===== config.mk =====
export PLATFORM = sky130hd
export DESIGN_NAME = nec_ir_transmit
export DESIGN_NICKNAME = d
export VERILOG_FILES = /design/src/rtl/nec_ir_transmit.sv
export SDC_FILE = /design/constraint.sdc
export NUM_CORES = 1
export LEC_CHECK = 0
export BUFFER_PORTS_ARGS = -buffer_cell sky130_fd_sc_hd__buf_4
export CORE_MARGIN = 8
export CORE_UTILIZATION = 55
export DETAILED_ROUTE_END_ITERATION = 10
export PLACE_DENSITY = 0.83
export SLEW_MARGIN = 40
export SYNTH_ARGS = -nofsm -noshare
export SYNTH_HDL_FRONTEND = slang
export SYNTH_SLANG_ARGS = --single-unit

===== constraint.sdc =====
create_clock -name master_clk -period 2.8 [get_ports master_clk]
set_input_delay 0.42 -clock master_clk [delete_from_list [all_inputs] [get_ports master_clk]]
set_output_delay 0.42 -clock master_clk [all_outputs]
set_load 0.01 [all_outputs]

===== src/rtl/nec_ir_transmit.sv =====
// NEC infrared frame transmitter: leader, 32 pulse-distance bits, stop mark,
// and a repeat frame, with a modulated LED drive and an active-low envelope.
//
// Ports:
//   master_clk  : system clock, the only clock
//   reset       : synchronous active-high reset
//   start       : request a data frame, sampled while idle
//   repeat_req  : request a repeat frame, sampled while idle (start wins)
//   custom_code : 16-bit custom field, latched on accept
//   key_code    : 8-bit key field, latched on accept
//   busy        : high from the cycle after accept until the gap ends
//   done        : one-cycle pulse when a frame and its gap complete
//   ir_carrier  : carrier during marks, 0 otherwise
//   irda_txd    : 0 during marks, 1 during spaces and idle
module nec_ir_transmit #(
   parameter int UNIT_CYCLES  = 28000,
   parameter int CARRIER_HALF = 658,
   parameter int GAP_UNITS    = 70
) (
   input  logic        master_clk,
   input  logic        reset,
   input  logic        start,
   input  logic        repeat_req,
   input  logic [15:0] custom_code,
   input  logic [7:0]  key_code,
   output logic        busy,
   output logic        done,
   output logic        ir_carrier,
   output logic        irda_txd
);

   localparam int CW = $clog2(UNIT_CYCLES + 1);
   localparam int KW = $clog2(CARRIER_HALF + 1);
   localparam int MAXU = (GAP_UNITS > 16) ? GAP_UNITS : 16;
   localparam int UW = $clog2(MAXU + 1);

   typedef enum logic [2:0] {
      IDLE,
      LEAD_MARK,
      LEAD_SPACE,
      BIT_MARK,
      BIT_SPACE,
      STOP_MARK,
      GAP
   } stateT;

   stateT         state;
   stateT         nextState;
   logic [CW-1:0] cycCnt;
   logic [UW-1:0] unitCnt;
   logic [UW-1:0] nextDur;
   logic [KW-1:0] carCnt;
   logic [4:0]    bitIdx;
   logic [31:0]   shiftWord;
   logic          isRepeat;
   logic          unitTick;
   logic          inMark;
   logic          nextMark;

   assign unitTick = (cycCnt == CW'(UNIT_CYCLES - 1));

   assign inMark = (state == LEAD_MARK) ||
                   (state == BIT_MARK)  ||
                   (state == STOP_MARK);

   // Successor of the current state, used only on its last unit tick.
   always_comb begin
      nextState = IDLE;
      unique case (state)
         IDLE:       nextState = LEAD_MARK;
         LEAD_MARK:  nextState = LEAD_SPACE;
         LEAD_SPACE: nextState = isRepeat ? STOP_MARK : BIT_MARK;
         BIT_MARK:   nextState = BIT_SPACE;
         BIT_SPACE:  nextState = (bitIdx == 5'd31) ? STOP_MARK : BIT_MARK;
         STOP_MARK:  nextState = GAP;
         GAP:        nextState = IDLE;
         default:    nextState = IDLE;
      endcase
   end

   // Duration in units of the state being entered.  The bit space length
   // comes from the bit whose mark is just ending.
   always_comb begin
      nextDur = '0;
      unique case (nextState)
         IDLE:       nextDur = '0;
         LEAD_MARK:  nextDur = UW'(16);
         LEAD_SPACE: nextDur = isRepeat ? UW'(4) : UW'(8);
         BIT_MARK:   nextDur = UW'(1);
         BIT_SPACE:  nextDur = shiftWord[bitIdx] ? UW'(3) : UW'(1);
         STOP_MARK:  nextDur = UW'(1);
         GAP:        nextDur = UW'(GAP_UNITS);
         default:    nextDur = '0;
      endcase
   end

   assign nextMark = (nextState == LEAD_MARK) ||
                     (nextState == BIT_MARK)  ||
                     (nextState == STOP_MARK);

   always_ff @(posedge master_clk) begin
      if (reset) begin
         state      <= IDLE;
         busy       <= 1'b0;
         done       <= 1'b0;
         ir_carrier <= 1'b0;
         irda_txd   <= 1'b1;
         cycCnt     <= '0;
         unitCnt    <= '0;
         carCnt     <= '0;
         bitIdx     <= '0;
         shiftWord  <= '0;
         isRepeat   <= 1'b0;
      end else begin
         done <= 1'b0;
         if (state == IDLE) begin
            if (start || repeat_req) begin
               shiftWord  <= {~key_code, key_code, custom_code};
               isRepeat   <= ~start;
               state      <= LEAD_MARK;
               unitCnt    <= UW'(16);
               cycCnt     <= '0;
               carCnt     <= '0;
               bitIdx     <= '0;
               busy       <= 1'b1;
               irda_txd   <= 1'b0;
               ir_carrier <= 1'b1;
            end
         end else begin
            cycCnt <= unitTick ? '0 : cycCnt + CW'(1);
            // Carrier phase toggles every CARRIER_HALF cycles of a mark.
            if (inMark) begin
               if (carCnt == KW'(CARRIER_HALF - 1)) begin
                  carCnt     <= '0;
                  ir_carrier <= ~ir_carrier;
               end else begin
                  carCnt <= carCnt + KW'(1);
               end
            end
            if (unitTick) begin
               if (unitCnt == UW'(1)) begin
                  // State change: outputs are set for the new state's
                  // first cycle, so there is no dead cycle in between.
                  state      <= nextState;
                  unitCnt    <= nextDur;
                  carCnt     <= '0;
                  irda_txd   <= ~nextMark;
                  ir_carrier <= nextMark;
                  if (state == BIT_SPACE && nextState == BIT_MARK)
                     bitIdx <= bitIdx + 5'd1;
                  if (nextState == IDLE) begin
                     busy   <= 1'b0;
                     done   <= 1'b1;
                     bitIdx <= '0;
                  end
               end else begin
                  unitCnt <= unitCnt - UW'(1);
               end
            end
         end
      end
   end

endmodule


==> results.md, run 1 <==
- Status: finished, final reports clean
- Root Driver: clkbuf_8
- Total GRT Usage: 19.2%
- Logic pwr share: a little under an eighth
- Area of the die: between 0.01 and 0.015 mm²
- Flop-to-flop setup slack: ~0.48 ns
- Min Tclk post-route: 2.32 ns
- Starting density of the core: 55.8%
- R2R cell count: 6
- Final setup viols: 0
- Worst hold start: start
- Pleak: between 1.5 and 2 nW
- Synth top area cells: dfxtp_1, nand2_1, a21oi_1
- CTS tree: done
- Worst R2R End: bitIdx[0]
- #FFs+latches synth: 77
- Synth Warn #: 0
- Sw Ratio: between 20% and 30%
- Post-synth EDFFs: 0
- Gr ovfl total: 0
- First-pass GRT wire length: around 16 mm
- Chip width: roughly 100 µm
- Initial DRT Pass Iterations: 5
- CTS clk-pin slew, worst paths: approximately 0.08 ns
- Met3 GRT Util: roughly 5%
- Rel. slew slack: 52.5%
- Worst VDD drop: ~0.00036 V
- Vias in the first global route: around 3300
- Synth top cells by count: nand2_1, dfxtp_1, a21oi_1, nor2_1, clkbuf_1
- Area Overhead vs Synth: 11.6%
- Min-Delay Path Depth: 2
- Distinct cells, synth: between 70 and 80
- Cell taking the most area after synthesis: dfxtp_1
- Avg Cell Area, Syn: between 8 and 9 µm²
- Met1 global-route usage: around 25%
- Setup TNS: 0 ns
- H-tree depth: 3
- Final ANT Viol Nets: 0
- Post-synthesis instance total: 466
- Hold_ws: ~0.28 ns
- Crit path DAT: roughly 2.6 ns
- CTS Hold Bufs: 0
- Longest Clk Path Bufs: 2
- Routed len/inst: around 16 µm
- P_int: between 1.5 and 2 mW
- Final clock period utilization by the worst path: roughly 83%
- Initial drt markers: between 300 and 400
- CTS buffer count: 9
- Max-slew violation count: 0
- # IOs: 32
- Count leader, synth: nand2_1
- Critical path peak fanout: 12
- Maximum number of pins on one net before global-route repair: 60
- Max Cap Violations: 0
- R2R Path Start: cycCnt[0]
- Via-to-Cell Ratio: just over 6
- Die Ht: ~100 µm
- Peak Freq: 432 MHz
- Cell Pwr Density: 521 mW/mm²
- Least-Margin Pin Slew: 0.710 ns
- Initial antenna violation count: 0
- Routability Congestion: 0.855
- Most used flip-flop cell after synthesis: dfxtp_1
- Num rows: 31
- Critical path data required time: approximately 3.0 ns
- HP Class: in2reg
- Clk Latency, worst-skew pair: about 0.35 ns
- Grt peak-use layer: met2
- RSZ-0062 raised after global routing: no
- Met2 GRT Util: between 20% and 30%
- Syn Nets: about 500
- Postcts setup bufs: 0
- Vias: about 3600
- Async SR Flop Fraction: 0%
- Mapped cell area: about 0.004 mm²
- Ant diodes: 0
- Worst Hold End: isRepeat
- Port Buffers: 31
- Post-synth top area share: roughly two fifths
- Net Switching: ~610 µW
- Cts repair resizes: 0
- Clk_skew: between 0.01 and 0.015 ns
- DR DRC count: 0
- # clock sinks: 77
- Fillers: 600
- HPWL Detailed: approximately 6.3 mm
- Clock power frac: between 30% and 40%
- CP Class: reg2reg
- Share of layout cells above drive strength 1: 15.5%
- Final Net Count: between 500 and 600
- Sequential cell area fraction in the yosys report: 38.9%
- Worst Setup Start Kind: register
- WL final: 9.37 mm
- Core Region: 0.00710 mm²
- Hold Vio Cnt, Final: 0
- Crit end category: register
- Sequential share of power: 50.9%
## layout make-up
| class | instances | area, µm² | area share [%] |
|---|---|---|---|
| Tap cell | 99 | 124 | 2.80 |
| Clock buffer | 12 | 145 | 3.29 |
| Clock inverter | 4 | 55.1 | 1.25 |
| Multi-Input combinational cell | 348 | 2230 | 50.6 |
| Timing Repair Buffer | 37 | 278 | 6.29 |
| Inverter | 11 | 41.3 | 0.935 |
| Sequential cell | 77 | 1540 | 34.9 |
## logic make-up after synthesis
group | synth area share [%]
xor+xnor | 1.33
flops | 38.9
fa+ha+maj | 2.21
mux | 4.93
simple gates | 24.6
compound gates | 23.3
buf+inv | 4.74
## cell usage in the layout (no fill, tap or decap), types with 5 or more instances in the layout
master,synthesis,final
a311oi_1,8,8
or3_1,7,7
o21ai_0,15,15
dfxtp_1,77,77
nor3_1,9,9
buf_4,4,37
and3_1,7,7
a21oi_1,59,59
clkbuf_8,0,10
mux4_2,8,8
a22o_1,5,5
inv_1,10,10
nor2_1,32,32
nand2_1,82,82
nand4_1,6,6
ha_1,7,7
a31oi_1,11,11
nand3_1,8,8
## sequential cells by signal, summed over array words and instances, names as in the netlist
signal and cells:
shiftWord 32, cycCnt 15, carCnt 10, unitCnt 7, bitIdx 5, state 3, busy 1, done 1
ir_carrier 1, irda_txd 1, isRepeat 1
## how the worst max path moves through the flow
stage,startpoint,depth (start not counted),slack [ns],to
after floorplan,cycCnt[0],7,0.87,bitIdx[0]
after global placement,cycCnt[0],6,0.57,bitIdx[0]
after detailed placement,cycCnt[0],6,0.49,bitIdx[0]
after CTS,cycCnt[0],6,0.50,bitIdx[0]
after global routing,cycCnt[0],6,0.33,bitIdx[0]
final,cycCnt[0],6,0.48,bitIdx[0]
## critical path, cell delays in order, from the launching register on
cell and delay, ns:
dfxtp_1 0.36, ha_1 0.22, and4_1 0.40, and4_4 0.42
a31oi_4 0.16, o31a_1 0.37, mux2_4 0.27
## routing by layer
| metal | wire length (µm) | share of wire (%) | up-vias |
|---|---|---|---|
| li1 | - | - | 1749 |
| met1 | 4240 | 45 | 1741 |
| met2 | 4520 | 48 | 99 |
| met3 | 490 | 5.2 | 13 |
| met4 | 120 | 1.3 | 0 |
| met5 | 0 | 0 | - |
## power groups by stage
stage	clock network, mW	logic [mW]	registers (mW)
after floorplan	0	0.197	1.19
after detailed placement	0	0.274	1.20
after CTS	0.866	0.274	1.17
after global routing	0.930	0.304	1.18
after global placement	0	0.264	1.19
final	0.855	0.275	1.17
## per-stage QoR
step | util, % | total power, mW | setup WS (ns) | cells | area [µm²]
2_1_floorplan | - | 1.38 | 0.868 | 466 | 3960
3_3_place_gp | 59.4 | 1.46 | 0.575 | 572 | 4220
3_5_place_dp | 59.4 | 1.47 | 0.490 | 572 | 4220
4_1_cts | 62.2 | 2.31 | 0.500 | 588 | 4420
5_1_grt | 62.2 | 2.41 | 0.327 | 588 | 4420
6_report | 62.2 | 2.30 | 0.484 | 588 | 4420
Power figures use the tool's default switching activity.
==> inputs of run 2 (changes only) <==
--- a/config.mk
+++ b/config.mk
@@ -7,9 +7,9 @@
 export LEC_CHECK = 0
 export BUFFER_PORTS_ARGS = -buffer_cell sky130_fd_sc_hd__buf_4
 export CORE_MARGIN = 8
-export CORE_UTILIZATION = 55
+export CORE_UTILIZATION = 54
 export DETAILED_ROUTE_END_ITERATION = 10
-export PLACE_DENSITY = 0.83
+export PLACE_DENSITY = 0.85
 export SLEW_MARGIN = 40
 export SYNTH_ARGS = -nofsm -noshare
 export SYNTH_HDL_FRONTEND = slang
==> constraint.sdc (replaced) <==
create_clock -name master_clk -period 2.1 [get_ports master_clk]
set_input_delay 0.315 -clock master_clk [delete_from_list [all_inputs] [get_ports master_clk]]
set_output_delay 0.315 -clock master_clk [all_outputs]
set_load 0.01 [all_outputs]
==> run 2 against run 1 <==
Effect of this change:
- non-clock buffer count rose by 25
- sequential share of layout area fell by 1.5 points
- combinational power increased by 48%
- register-to-register slack got worse by 0.38 ns
- global-route usage is 0.090 points lower
- largest cell class unchanged
==> results.md, run 2 (synthesized netlist as in run 1, its figures left out) <==
- Maximum number of pins on one net before global-route repair: 43
- Die Ht: 102 µm
- Routability Congestion: around 0.90
- Final ANT Viol Nets: 0
- Initial antenna violation count: 0
- Worst VDD drop: around 0.0005 V
- Hold Vio Cnt, Final: 0
- # IOs: 32
- Fillers: around 580
- Reg with most FFs: shiftWord
- HP Class: in2reg
- Port Buffers: 31
- CTS Hold Bufs: 0
- WL final: a little under 10 mm
- Total GRT Usage: 19.1%
- Peak Freq: ~500 MHz
- H-tree depth: 3
- Ant diodes: 0
- Area of the die: between 0.01 and 0.015 mm²
- Final setup viols: 0
- Gr ovfl total: 0
- Most frequent cell on the critical path: buf_4
- Crit path cell chain: and4bb_1, and4_4, buf_4, nor2_4, buf_4, a41oi_1, a311oi_1
- Clk_skew: 0.00936 ns
- Sequential share of power: between 40% and 50%
- Highest-delay cell along the critical path: dfxtp_1
- Max-slew violation count: 0
- Vias: approximately 3700
- Min Tclk post-route: between 1.5 and 2 ns
- DR DRC count: 0
- HPWL Detailed: between 6 and 7 mm
- Flop-to-flop setup slack: 0.11 ns
- Commonest non-fill, non-tap cell in the layout: nand2_1
- Longest Clk Path Bufs: 2
- Area Overhead vs Synth: 16.6%
- Commonest non-fill, non-tap cells in the layout: nand2_1, dfxtp_1, buf_4
- Post-Layout Cell Count: approximately 610
- Routed len/inst: about 16 µm
- Area of the multi-input gates: 0.00224 mm²
- Biggest regs: shiftWord x32, cycCnt x15, carCnt x10
- # clock sinks: 77
- RSZ-0062 raised after global routing: no
- Sequential cell area: 0.00154 mm²
- Final clock period utilization by the worst path: a little over nine tenths
- Vias in the first global route: between 3000 and 4000
- Share of layout cells above drive strength 1: between 20 and 25%
- CTS buffer count: 9
- Rel. slew slack: between 60% and 70%
- Starting density of the core: a little under three fifths
- Layout Utilization: between 60 and 70%
- Logic pwr share: between 10% and 20%
- Root Driver: clkbuf_8
- P_int: around 2.3 mW
- Crit path DAT: 2.27 ns
- Status: finished, final reports clean
- Clk Latency, worst-skew pair: ~0.36 ns
- Net Switching: 878 µW
- Core Region: between 0.007 and 0.008 mm²
- Final Net Count: around 540
- CTS tree: done
- Num rows: 31
- Setup TNS: 0 ns
- Critical path data required time: around 2.4 ns
- Initial DRT Pass Iterations: 5
- CP Buf/Inv Count: 2
- Crit end category: register
- CP Class: reg2reg
- Pleak: between 1.5 and 2 nW
- Worst path max stage delay: 0.46 ns
- Initial drt markers: 323
- First-pass GRT wire length: between 15 and 20 mm
- Delay-heaviest family, CP: simple AND/OR/NAND/NOR gates
- # placed instances: between 500 and 600
- Chip width: around 100 µm
- Max Cap Violations: 0
- Hold_ws: 0.177 ns
- CTS clk-pin slew, worst paths: about 0.090 ns
- Via-to-Cell Ratio: ~6.1
- Worst Setup Start Kind: register
- Least-Margin Pin Slew: ~0.53 ns
- Number of flip-flops in the largest register: 32
- Clock power frac: 37.5%
- Cell Pwr Density: around 680 mW/mm²
- Sw Ratio: around 28%
- Critical path peak fanout: 9
==> run 2: cell types whose count changed in the layout (fill, tap and decap cells not counted), sizes merged <==
cell | previous run | this run
clkinvlp | 1 | 2
clkbuf | 12 | 9
buf | 37 | 62
inv | 11 | 13
==> run 2: worst paths after layout <==
path                 start            end  cells after the start
max             cycCnt[12]     cycCnt[13]                      7
min                  start       isRepeat                      2
max reg2reg     cycCnt[12]     cycCnt[13]                      7
min reg2reg  shiftWord[20]  shiftWord[20]                      2
==> run 2: repair_timing <==
action                     4_1_cts  5_1_grt
buffers inserted                 0        5
resized for setup                0        2
setup endpoints to repair        0        7
==> run 2: power groups by stage <==
stage | Sequential (mW) | Combinational [mW] | Clock (mW)
5_1_grt | 1.56 | 0.446 | 1.25
4_1_cts | 1.55 | 0.391 | 1.19
6_report | 1.56 | 0.406 | 1.18
2_1_floorplan | 1.58 | 0.262 | 0
3_5_place_dp | 1.59 | 0.389 | 0
3_3_place_gp | 1.58 | 0.375 | 0
==> run 2: metal layers <==
layer  global-route usage [%]  up-vias  part of all wire (%)  wire length (µm)
met2                     31.4      145                    49              4690
met1                     23.8     1752                    44              4280
li1                         -     1802                     -                 -
met5                        0        -                     0                 0
met3                     3.02       16                   5.6               538
met4                     9.05        0                   1.6               158
==> run 2: final cells by class <==
cell class	count	area share [%]
sequential	77	33.4
clock inverter	7	1.79
clock buffer	9	2.68
timing repair buffer	62	10.1
multi-input combinational	348	48.5
inverter	11	0.894
tap	99	2.68
==> run 2: metrics by stage <==
| stage | area, µm² | power (mW) | setup WS (ns) |
|---|---|---|---|
| detailed placement | 4370 | 1.98 | 0.0822 |
| CTS | 4570 | 3.14 | 0.0616 |
| global route | 4620 | 3.26 | 0.0129 |
| global placement | 4370 | 1.96 | 0.137 |
| floorplan | 3960 | 1.84 | 0.168 |
| finish | 4620 | 3.14 | 0.107 |
==> inputs of run 3 (changes only) <==
--- a/config.mk
+++ b/config.mk
@@ -7,9 +7,10 @@
 export LEC_CHECK = 0
 export BUFFER_PORTS_ARGS = -buffer_cell sky130_fd_sc_hd__buf_4
 export CORE_MARGIN = 8
-export CORE_UTILIZATION = 54
+export CORE_UTILIZATION = 35
 export DETAILED_ROUTE_END_ITERATION = 10
-export PLACE_DENSITY = 0.85
+export GPL_TIMING_DRIVEN = 1
+export PLACE_DENSITY = 0.62
 export SLEW_MARGIN = 40
 export SYNTH_ARGS = -nofsm -noshare
 export SYNTH_HDL_FRONTEND = slang
==> run 3 against run 2 <==
Effect of this change:
- clock-buffer cell count unchanged
- wire length increased by 1.4%
- maximum frequency increased by 0.49%
- sequential share of layout area decreased by 1.1 points
- largest power group unchanged
- worst hold slack improved by 0.038 ns
- final area increased by 3.6%
- non-clock buffer count decreased by 1
- global-route usage decreased by 5.2 points
- worst setup slack improved by 0.0097 ns
==> results.md, run 3 (synthesized netlist as in run 1, its figures left out) <==
- WL final: 9.81 mm
- Core Region: between 0.01 and 0.015 mm²
- Area of the die: around 0.015 mm²
- Max Cap Violations: 0
- Total GRT Usage: 13.9%
- Capture point of the worst path: bitIdx[0]
- Maximum number of pins on one net before global-route repair: 43
- R2R Path Start: cycCnt[0]
- Max-slew violation count: 0
- Crit path DAT: approximately 2.2 ns
- Area of the multi-input gates: 0.00225 mm²
- R2R cell count: 6
- Final setup viols: 0
- Worst hold start: custom_code[7]
- Pleak: roughly 1.8 nW
- Hold Vio Cnt, Final: 0
- Share of layout cells above drive strength 1: about a fifth
- Clk_skew: approximately 0.006 ns
- First-pass GRT wire length: 16.7 mm
- Flop-to-flop setup slack: about 0.12 ns
- Sequential cell area: between 0.0015 and 0.002 mm²
- Met3 GRT Util: 3.96%
- Cell Pwr Density: ~730 mW/mm²
- DR DRC count: 0
- CP Class: reg2reg
- Grt peak-use layer: met2
- Initial DRT Pass Iterations: 4
- # clock sinks: 77
- Number of flip-flops in the largest register: 32
- Num rows: 39
- RSZ-0062 raised after global routing: no
- Die Ht: around 120 µm
- Port Buffers: 31
- Vias in the first global route: around 3300
- Met1 global-route usage: between 10% and 20%
- CTS tree: done
- Routed len/inst: 14.9 µm
- Rel. slew slack: between 60% and 70%
- Critical path peak fanout: 6
- Commonest non-fill, non-tap cell in the layout: nand2_1
- Worst R2R End: bitIdx[0]
- Final Net Count: between 500 and 600
- Vias: ~3600
- CP Launch Point: cycCnt[0]
- Initial antenna violation count: 0
- Worst Setup Start Kind: register
- Reg with most FFs: shiftWord
- Starting density of the core: 35.3%
- Min Tclk post-route: 1.98 ns
- Routability Congestion: approximately 0.8
- # IOs: 32
- Chip width: 122 µm
- Crit end category: register
- Peak Freq: between 500 and 600 MHz
- Biggest regs: shiftWord x32, cycCnt x15, carCnt x10
- Final clock period utilization by the worst path: between 90% and 100%
- Most frequent cell on the critical path: and4_4
- Status: finished, final reports clean
- HP Class: in2reg
- H-tree depth: 3
- Min-Delay Path Depth: 3
- Area Overhead vs Synth: 20.8%
- Ant diodes: 0
- Critical path data required time: 2.34 ns
- Worst VDD drop: approximately 0.00046 V
- Final ANT Viol Nets: 0
- Commonest non-fill, non-tap cells in the layout: nand2_1, dfxtp_1, a21oi_1, buf_4, nor2_1
- Initial drt markers: roughly 210
- CTS clk-pin slew, worst paths: about 0.060 ns
- Met2 GRT Util: between 20 and 25%
- Least-Margin Pin Slew: 0.487 ns
- HPWL Detailed: 6.94 mm
- Worst path max stage delay: roughly 0.36 ns
- CTS buffer count: 9
- Via-to-Cell Ratio: 5.43
- Highest-delay cell along the critical path: dfxtp_1
- Total power: 3.49 mW
- Clk Latency, worst-skew pair: between 0.3 and 0.4 ns
- Crit path cell chain: ha_2, and4_4, and4_4, a31oi_4, o31a_1, mux2_4
- Setup TNS: 0 ns
- Gr ovfl total: 0
- Root Driver: clkbuf_16
- Longest Clk Path Bufs: 2
- Fillers: 1109
==> run 3: worst max-delay path, delay by kind of cell (launching register included) <==
kind	cells	cell delay [ns]
adder cells (fa/ha/maj)	1	0.22
flip-flops	1	0.36
AO/OA/AOI/OAI	2	0.49
multiplexers	1	0.27
AND/OR/NAND/NOR	2	0.54
==> run 3: how the worst min path moves through the flow <==
stage                          to
finish               shiftWord[7]
global route         shiftWord[7]
CTS                  shiftWord[7]
detailed placement  shiftWord[11]
global placement    shiftWord[19]
floorplan                isRepeat
==> run 3: layer usage <==
layer | up-vias | routed length [µm]
met2 | 64 | 4690
met4 | 0 | 124
met3 | 10 | 477
li1 | 1800 | -
met5 | - | 0
met1 | 1689 | 4510
==> run 3: stage by stage <==
stage	setup WS, ns	area (µm²)	cells	hold WS [ns]	utilization (%)
6_report	0.117	4780	656	0.214	42.6
5_1_grt	0.0121	4780	656	0.199	42.6
4_1_cts	0.0749	4750	655	0.200	42.3
3_5_place_dp	0.0823	4460	639	0.446	39.7
3_3_place_gp	0.132	4460	639	0.441	39.7
2_1_floorplan	0.168	3960	466	0.412	-
==> run 3: repair_timing <==
action                                  CTS  global route
endpoints found under the setup margin    0            14
hold buffers                              0             0
setup buffers                             0             1
gates resized for setup                   0             4
==> run 3: cell type report <==
type,instances,share of cell area (%)
Timing Repair Buffer,61,10.1
Multi-Input combinational cell,348,47.0
Sequential cell,77,32.2
Clock inverter,7,1.33
Inverter,11,0.864
Tap cell,143,3.74
Clock buffer,9,4.71
==> run 3: power by group <==
group | switching, mW | internal [mW] | leakage, nW | total, mW
registers | 0.0354 | 1.52 | 0.628 | 1.56
logic | 0.232 | 0.182 | 1.03 | 0.414
clock network | 0.687 | 0.829 | 0.137 | 1.52
